## config.mk

```make
export PLATFORM = sky130hd
export DESIGN_NAME = noc_inj_arbiter_flat
export DESIGN_NICKNAME = d
export VERILOG_FILES = /design/src/rtl/noc_arb_pkg.sv /design/src/rtl/noc_inj_arbiter_if.sv /design/src/rtl/noc_rr_arbiter.sv /design/src/rtl/noc_inj_arbiter.sv /design/src/flat_wrapper.sv
export SDC_FILE = /design/constraint.sdc
export NUM_CORES = 1
export LEC_CHECK = 0
export BUFFER_PORTS_ARGS = -buffer_cell sky130_fd_sc_hd__buf_2
export CAP_MARGIN = 20
export CORE_MARGIN = 2
export CORE_UTILIZATION = 25
export DETAILED_ROUTE_END_ITERATION = 8
export PLACE_DENSITY_LB_ADDON = 0.15
export RECOVER_POWER = 25
export REMOVE_ABC_BUFFERS = 1
export SLEW_MARGIN = 10
export SYNTH_ARGS = -nofsm -noshare
export SYNTH_HDL_FRONTEND = slang
export SYNTH_SLANG_ARGS = --single-unit
```

## constraint.sdc

```tcl
create_clock -name clk -period 3 [get_ports clk]
set_input_delay 0.15 -clock clk [delete_from_list [all_inputs] [get_ports clk]]
set_output_delay 0.15 -clock clk [all_outputs]
set_load 0.05 [all_outputs]
```

## src/rtl/noc_arb_pkg.sv

```systemverilog
// Shared types and constants for the NoC injection-port arbiter.
// Optional stall timeout is enabled by defining NOC_ARB_TIMEOUT_EN.
package noc_arb_pkg;

    typedef enum logic [1:0] {
        ST_IDLE  = 2'd0,
        ST_BURST = 2'd1,
        ST_CLOSE = 2'd2
    } arb_state_e;

    // Stall counter width; TIMEOUT_CYC must stay below 2**TMO_CNT_W.
    localparam int unsigned TMO_CNT_W = 16;

endpackage

```

## src/rtl/noc_inj_arbiter_if.sv

```systemverilog
// Requester-side and leaf-side handshake bundle of the injection arbiter.
// master = requesters + leaf (bench side), slave = the arbiter.
interface noc_inj_arbiter_if #(
    parameter int NR_REQ = 4,
    parameter int D_W    = 38,
    parameter int A_W    = 3
);
    logic [NR_REQ-1:0]          req_valid;
    logic [NR_REQ-1:0][D_W-1:0] req_data;
    logic [NR_REQ-1:0]          req_last;
    logic [NR_REQ-1:0][A_W-1:0] req_addr;
    logic [NR_REQ-1:0]          req_ready;
    logic                       noc_valid;
    logic [D_W-1:0]             noc_data;
    logic                       noc_last;
    logic [A_W-1:0]             noc_addr;
    logic                       noc_credit_gnt;
    logic                       timeout_err;

    modport master (
        output req_valid, req_data, req_last, req_addr, noc_credit_gnt,
        input  req_ready, noc_valid, noc_data, noc_last, noc_addr, timeout_err
    );

    modport slave (
        input  req_valid, req_data, req_last, req_addr, noc_credit_gnt,
        output req_ready, noc_valid, noc_data, noc_last, noc_addr, timeout_err
    );
endinterface

```

## src/rtl/noc_rr_arbiter.sv

```systemverilog
// Combinational rotating-priority pick: first asserted request at or after
// i_ptr, wrapping modulo NR_REQ.
module noc_rr_arbiter #(
    parameter  int NR_REQ = 4,
    localparam int IDX_W  = $clog2(NR_REQ)
) (
    input  logic [NR_REQ-1:0] i_req,
    input  logic [IDX_W-1:0]  i_ptr,
    output logic [IDX_W-1:0]  o_idx,
    output logic              o_any
);

    int               w_sum;
    logic [IDX_W-1:0] w_pos;

    // Scan from the farthest offset back to the pointer so the nearest hit wins.
    always_comb begin
        w_sum = 0;
        w_pos = {IDX_W{1'b0}};
        o_idx = {IDX_W{1'b0}};
        o_any = 1'b0;
        for (int off = NR_REQ - 1; off >= 0; off--) begin
            w_sum = (int'(i_ptr) + off) % NR_REQ;
            w_pos = IDX_W'(w_sum);
            if (i_req[w_pos]) begin
                o_idx = w_pos;
                o_any = 1'b1;
            end else begin
                o_idx = o_idx;
                o_any = o_any;
            end
        end
    end

endmodule

```

## src/rtl/noc_inj_arbiter.sv

```systemverilog
// Packet-atomic round-robin arbiter sharing one NoC leaf injection port.
// Define NOC_ARB_TIMEOUT_EN to force-close packets whose owner stalls.
module noc_inj_arbiter
    import noc_arb_pkg::*;
#(
    parameter int NR_REQ      = 4,
    parameter int D_W         = 38,
    parameter int A_W         = 3,
    parameter int TIMEOUT_CYC = 64
) (
    input  logic               clk,
    input  logic               rst,
    noc_inj_arbiter_if.slave   bus
);

    localparam int IDX_W = $clog2(NR_REQ);

    typedef struct packed {
        logic [D_W-1:0] data;
        logic           last;
        logic [A_W-1:0] addr;
    } flit_t;

    if (NR_REQ < 2 || TIMEOUT_CYC < 2 || TIMEOUT_CYC >= (1 << TMO_CNT_W)) begin : g_bad_cfg
        $error("noc_inj_arbiter: illegal NR_REQ/TIMEOUT_CYC");
    end

    arb_state_e        r_state,  w_state_nxt;
    logic [IDX_W-1:0]  r_grant,  w_grant_nxt;
    logic [IDX_W-1:0]  r_rr_ptr, w_rr_ptr_nxt;
    logic              r_head,   w_head_nxt;
    flit_t             r_out,    w_out_nxt;
    logic              r_out_vld, w_out_vld_nxt;

    logic [NR_REQ-1:0] w_req_ready;
    logic [IDX_W-1:0]  w_pick_idx;
    logic              w_pick_any;
    logic [IDX_W-1:0]  w_grant_inc;
    logic              w_out_free;
    logic              w_grant_valid;
    logic              w_accept;
    logic              w_close_load;
    logic              w_tmo_hit;

    noc_rr_arbiter #(.NR_REQ(NR_REQ)) u_rr (
        .i_req (bus.req_valid),
        .i_ptr (r_rr_ptr),
        .o_idx (w_pick_idx),
        .o_any (w_pick_any)
    );

    assign w_grant_inc   = (r_grant == IDX_W'(NR_REQ - 1)) ? {IDX_W{1'b0}} : r_grant + IDX_W'(1);
    assign w_out_free    = !r_out_vld || bus.noc_credit_gnt;
    assign w_grant_valid = bus.req_valid[r_grant];
    assign w_accept      = (r_state == ST_BURST) && w_grant_valid && w_out_free;

`ifdef NOC_ARB_TIMEOUT_EN
    logic [TMO_CNT_W-1:0] r_tmo_cnt;
    logic                 r_tmo_err;

    assign w_tmo_hit = (r_state == ST_BURST) && !w_grant_valid &&
                       (r_tmo_cnt == TMO_CNT_W'(TIMEOUT_CYC - 1));

    // Stall counter: counts owner-idle cycles inside a packet.
    always_ff @(posedge clk) begin
        if (rst) begin
            r_tmo_cnt <= {TMO_CNT_W{1'b0}};
        end else if (r_state != ST_BURST || w_accept) begin
            r_tmo_cnt <= {TMO_CNT_W{1'b0}};
        end else if (!w_grant_valid) begin
            r_tmo_cnt <= r_tmo_cnt + TMO_CNT_W'(1);
        end else begin
            r_tmo_cnt <= r_tmo_cnt;
        end
    end

    // Error pulse coincides with the forced tail flit on the leaf.
    always_ff @(posedge clk) begin
        if (rst) begin
            r_tmo_err <= 1'b0;
        end else begin
            r_tmo_err <= w_close_load;
        end
    end

    assign bus.timeout_err = r_tmo_err;
`else
    assign w_tmo_hit       = 1'b0;
    assign bus.timeout_err = 1'b0;
`endif

    // Next-state, grant handshake and output-register load.
    always_comb begin
        w_state_nxt   = r_state;
        w_grant_nxt   = r_grant;
        w_rr_ptr_nxt  = r_rr_ptr;
        w_head_nxt    = r_head;
        w_out_nxt     = r_out;
        w_out_vld_nxt = r_out_vld;
        w_req_ready   = {NR_REQ{1'b0}};
        w_close_load  = 1'b0;

        case (r_state)
            ST_IDLE: begin
                if (w_pick_any) begin
                    w_state_nxt = ST_BURST;
                    w_grant_nxt = w_pick_idx;
                    w_head_nxt  = 1'b1;
                end else begin
                    w_state_nxt = ST_IDLE;
                end
            end
            ST_BURST: begin
                w_req_ready[r_grant] = w_out_free;
                if (w_accept && bus.req_last[r_grant]) begin
                    w_state_nxt  = ST_IDLE;
                    w_rr_ptr_nxt = w_grant_inc;
                end else if (w_tmo_hit) begin
                    w_state_nxt = ST_CLOSE;
                end else begin
                    w_state_nxt = ST_BURST;
                end
            end
`ifdef NOC_ARB_TIMEOUT_EN
            ST_CLOSE: begin
                if (w_out_free) begin
                    w_close_load = 1'b1;
                    w_rr_ptr_nxt = w_grant_inc;
                    w_state_nxt  = ST_IDLE;
                end else begin
                    w_state_nxt = ST_CLOSE;
                end
            end
`endif
            default: begin
                w_state_nxt = ST_IDLE;
            end
        endcase

        // The route address is captured once per packet, on its head flit.
        if (w_accept) begin
            w_out_vld_nxt  = 1'b1;
            w_out_nxt.data = bus.req_data[r_grant];
            w_out_nxt.last = bus.req_last[r_grant];
            w_out_nxt.addr = r_head ? bus.req_addr[r_grant] : r_out.addr;
            w_head_nxt     = 1'b0;
        end else if (w_close_load) begin
            w_out_vld_nxt  = 1'b1;
            w_out_nxt.data = {D_W{1'b0}};
            w_out_nxt.last = 1'b1;
            w_out_nxt.addr = r_out.addr;
        end else if (bus.noc_credit_gnt) begin
            w_out_vld_nxt = 1'b0;
        end else begin
            w_out_vld_nxt = r_out_vld;
        end
    end

    // State, arbitration and output registers.
    always_ff @(posedge clk) begin
        if (rst) begin
            r_state   <= ST_IDLE;
            r_grant   <= {IDX_W{1'b0}};
            r_rr_ptr  <= {IDX_W{1'b0}};
            r_head    <= 1'b0;
            r_out     <= '{data: {D_W{1'b0}}, last: 1'b0, addr: {A_W{1'b0}}};
            r_out_vld <= 1'b0;
        end else begin
            r_state   <= w_state_nxt;
            r_grant   <= w_grant_nxt;
            r_rr_ptr  <= w_rr_ptr_nxt;
            r_head    <= w_head_nxt;
            r_out     <= w_out_nxt;
            r_out_vld <= w_out_vld_nxt;
        end
    end

    assign bus.req_ready = w_req_ready;
    assign bus.noc_valid = r_out_vld;
    assign bus.noc_data  = r_out.data;
    assign bus.noc_last  = r_out.last;
    assign bus.noc_addr  = r_out.addr;

endmodule
```

## src/flat_wrapper.sv

```systemverilog
// flat-port wrapper written by rule: the top's interface ports become plain ports
module noc_inj_arbiter_flat import noc_arb_pkg::*;
#(
    parameter int NR_REQ      = 4,
    parameter int D_W         = 38,
    parameter int A_W         = 3,
    parameter int TIMEOUT_CYC = 64
)
  (clk, rst, bus_req_valid, bus_req_data, bus_req_last, bus_req_addr, bus_noc_credit_gnt, bus_req_ready, bus_noc_valid, bus_noc_data, bus_noc_last, bus_noc_addr, bus_timeout_err);
  noc_inj_arbiter_if #(.NR_REQ(NR_REQ), .D_W(D_W), .A_W(A_W)) bus_i ();
  input  logic clk;
  input  logic rst;
  input wire logic [$bits(bus_i.req_valid)-1:0] bus_req_valid;
  input wire logic [$bits(bus_i.req_data)-1:0] bus_req_data;
  input wire logic [$bits(bus_i.req_last)-1:0] bus_req_last;
  input wire logic [$bits(bus_i.req_addr)-1:0] bus_req_addr;
  input wire logic [$bits(bus_i.noc_credit_gnt)-1:0] bus_noc_credit_gnt;
  output wire logic [$bits(bus_i.req_ready)-1:0] bus_req_ready;
  output wire logic [$bits(bus_i.noc_valid)-1:0] bus_noc_valid;
  output wire logic [$bits(bus_i.noc_data)-1:0] bus_noc_data;
  output wire logic [$bits(bus_i.noc_last)-1:0] bus_noc_last;
  output wire logic [$bits(bus_i.noc_addr)-1:0] bus_noc_addr;
  output wire logic [$bits(bus_i.timeout_err)-1:0] bus_timeout_err;
  assign bus_i.req_valid = bus_req_valid;
  assign bus_i.req_data = bus_req_data;
  assign bus_i.req_last = bus_req_last;
  assign bus_i.req_addr = bus_req_addr;
  assign bus_i.noc_credit_gnt = bus_noc_credit_gnt;
  assign bus_req_ready = bus_i.req_ready;
  assign bus_noc_valid = bus_i.noc_valid;
  assign bus_noc_data = bus_i.noc_data;
  assign bus_noc_last = bus_i.noc_last;
  assign bus_noc_addr = bus_i.noc_addr;
  assign bus_timeout_err = bus_i.timeout_err;
  noc_inj_arbiter #(.NR_REQ(NR_REQ), .D_W(D_W), .A_W(A_W), .TIMEOUT_CYC(TIMEOUT_CYC)) u_core (.clk(clk), .rst(rst), .bus(bus_i));
endmodule
```

==> flow_summary.toml <==
[sta]
final.setup_skew_ps = 7.55
worst_pin_slew_ps = 960
rsz0062_at_grt = "false"
final-max-slew-violation-count = 0
relSlewSlack_pct = 35.2
fin_tns_setup_ps = 0
setup_viol = 0
min_period_ps = 2320
hold_ws_ps = 271
final-hold-violation-count = 0
fin_crit_sh_pct = 77.3
max_freq_mhz = 431

[cells_and_area]
final_area_sq_um = 4180
area_growth_pct = 43.4
fill_cells = 1203
drive_above_1_share_pct = 51.4
n_antenna_cell = 0
finalNetCount = 672
stdcell_count = 637

[cts]
path_clk_slew_ps = 70
cts_resized = 0
clock_latency_ps = 280
clockRootBuffer = "clkbuf_16"
cts.sinks = 49
cts_tree = "done"
cts_setup_buffers = 0
cts_made_buffers = 5
cts_max_level = 2
cts_hold_buf = 0
cts_buffer_depth = 2

[critical_path]
cpPeakStageDelay_ps = 630
worstSetupPathType = "reg -> out"
r2r_cells = 4
ff2ff_setup_slack_ps = 840
crit_path_end_kind = "output pin"
start_kind = "register"
critPathBufInv = 3
crit_chain = "buf_4, inv_1, ha_1, and3_1, buf_2"
crit_start = "u_core.r_grant[0]$_SDFFE_PP0P_"
r2r_start = "u_core.r_grant[0]$_SDFFE_PP0P_"
required_ps = 2850
cp_top_family = "buffers and inverters"
slowest_stage = "dfxtp_4"
crit_fanout = 27
r2r_end = "u_core.bus.noc_data[31]$_SDFFE_PP0P_"
cp.arrival_ps = 2170

[power_and_ir_drop]
fin_total_pwr_mw = 1.82
total_leakage_power_nw = 1.80
power.density_nw_per_um2 = 436
irDropWorstVdd_mv = 0.229

[synthesis]
synthCells = 290
yosysMostFrequentCell = "nand2_1"
yosys.area.top_type_share_pct = 33.6
async_flop_share_pct = 0
synth_top_area_cell = "dfxtp_1"
synthTopCellsByArea = "dfxtp_1, mux4_2, nand2_1"
ys_types = 24
yosysWarnings = 0
synth_ff_type = "dfxtp_1"
synth_seq_cells = 49
synth_edf_count = 0
netlist_area_sq_um = 2920
synth_seq_area_share_pct = 33.6
syn_avg_cell_area_sq_um = 10.1
synth_common_cells = "nand2_1, a21oi_1, dfxtp_1"

[run]
drv_cap = 0

[die]
fp.coreArea_sq_um = 11400
num_io_pins = 223
start_util_pct = 25.5
die_w_um = 112
core.rowCount = 39
die-area_sq_um = 12500
fp.dieH_um = 112

[global_routing]
antenna_found_initial = 0
grt_max_degree = 50
grt_pass1_wl_um = 14200
grt_use_total_pct = 13.8
grt_pass1_vias = 3011
grt.overflow.total = 0

[place]
gp_congestion = 0.752
place_area_sq_um = 4070
placedCellCount = 629
portBuffers = 221
hpwl_um = 6830

[worst_hold_path]
worst_hold_path.endpoint = "u_core.r_grant[1]$_SDFFE_PP0P_"
min_path_cells = 4
hp-start = "bus_req_valid[2]"
worstHoldPathType = "in -> reg"

[routing]
wl_per_cell_um = 14.3
wl_um = 9080
drc = 0
firstDrtPassIters = 4
via_count = 2988
ant_nets = 0
via_per_inst = 4.69
drt_iter0_markers = 57

[status]
status = "complete, no violations"
cells in the final DEF (no fill, tap or decap), drive strengths merged:
master / netlist / layout
clkbuf: 11 / 30
a221oi: 2 / 2
inv: 8 / 8
a21oi: 50 / 50
o21ai: 2 / 2
clkinv: 0 / 2
nand2: 85 / 85
nor2: 1 / 1
buf: 16 / 199
mux2i: 1 / 1
dfxtp: 49 / 49
a211oi: 1 / 1
and3: 5 / 5
o41ai: 1 / 1
ha: 4 / 4
nand2b: 2 / 2
nand4: 2 / 2
nand3: 4 / 4
or3: 1 / 1
a211o: 1 / 1
mux4: 43 / 43
conb: 1 / 1
report_power, final:
group          internal (mW)  switching (mW)  leakage, nW
Clock                  0.307           0.233       0.0706
Sequential             0.694          0.0372        0.401
Combinational          0.236           0.316         1.33
Total                   1.24           0.587         1.80
how the worst max path moves through the flow:
stage,end,slack (ps),cells after the start
after floorplan,u_core.bus.noc_last$_SDFFE_PP0P_,-640,4
after global placement,u_core.bus.noc_data[0]$_SDFFE_PP0P_,760,4
after detailed placement,u_core.bus.noc_data[31]$_SDFFE_PP0P_,740,4
after CTS,bus_req_ready[2],590,5
after global routing,bus_req_ready[2],470,5
final,bus_req_ready[2],680,5
sequential cells by signal (all words and copies together) (netlist names):
register,count
u_core.r_head,1
u_core.r_rr_ptr,2
u_core.r_grant,2
u_core.bus.noc_valid,1
u_core.bus.noc_last,1
u_core.bus.noc_data,38
u_core.r_state,1
u_core.bus.noc_addr,3
tightest hold or removal path: cells and delay by family:
kind	cells	cell delay [ps]
compound gates	3	240
buf+inv	1	120
cell type report:
class	count	area, sq um	area share, %
multi-input cells	206	1760	42.0
repair buffers	223	1090	26.1
flip-flops and latches	49	986	23.6
well taps	143	179	4.28
clock buffers	6	129	3.08
inverters	8	30.0	0.718
clock inverters	2	10.0	0.239
cells by family after synthesis:
| logic type | share of synthesized area [%] |
|---|---|
| other | 0.129 |
| buffers and inverters | 6.31 |
| AOI/OAI and AO/OA | 10.6 |
| and+or+nand+nor | 14.1 |
| muxes | 33.6 |
| DFF | 33.6 |
| adders and majority gates | 1.72 |
metal layers:
layer | GRT usage (%) | vias up | share of wire (%)
met1 | 16.2 | 1389 | 40
li1 | - | 1454 | -
met5 | 0 | - | 0
met2 | 25.0 | 138 | 49
met3 | 3.92 | 7 | 9.6
met4 | 2.93 | 0 | 0.95
stage by stage:
step | setup slack (ps) | util (%)
after global routing | 469 | 36.6
after detailed placement | 738 | 35.7
after global placement | 764 | 35.7
final | 681 | 36.6
after CTS | 592 | 36.9
after floorplan | -643 | -
Power figures use the tool's default switching activity.
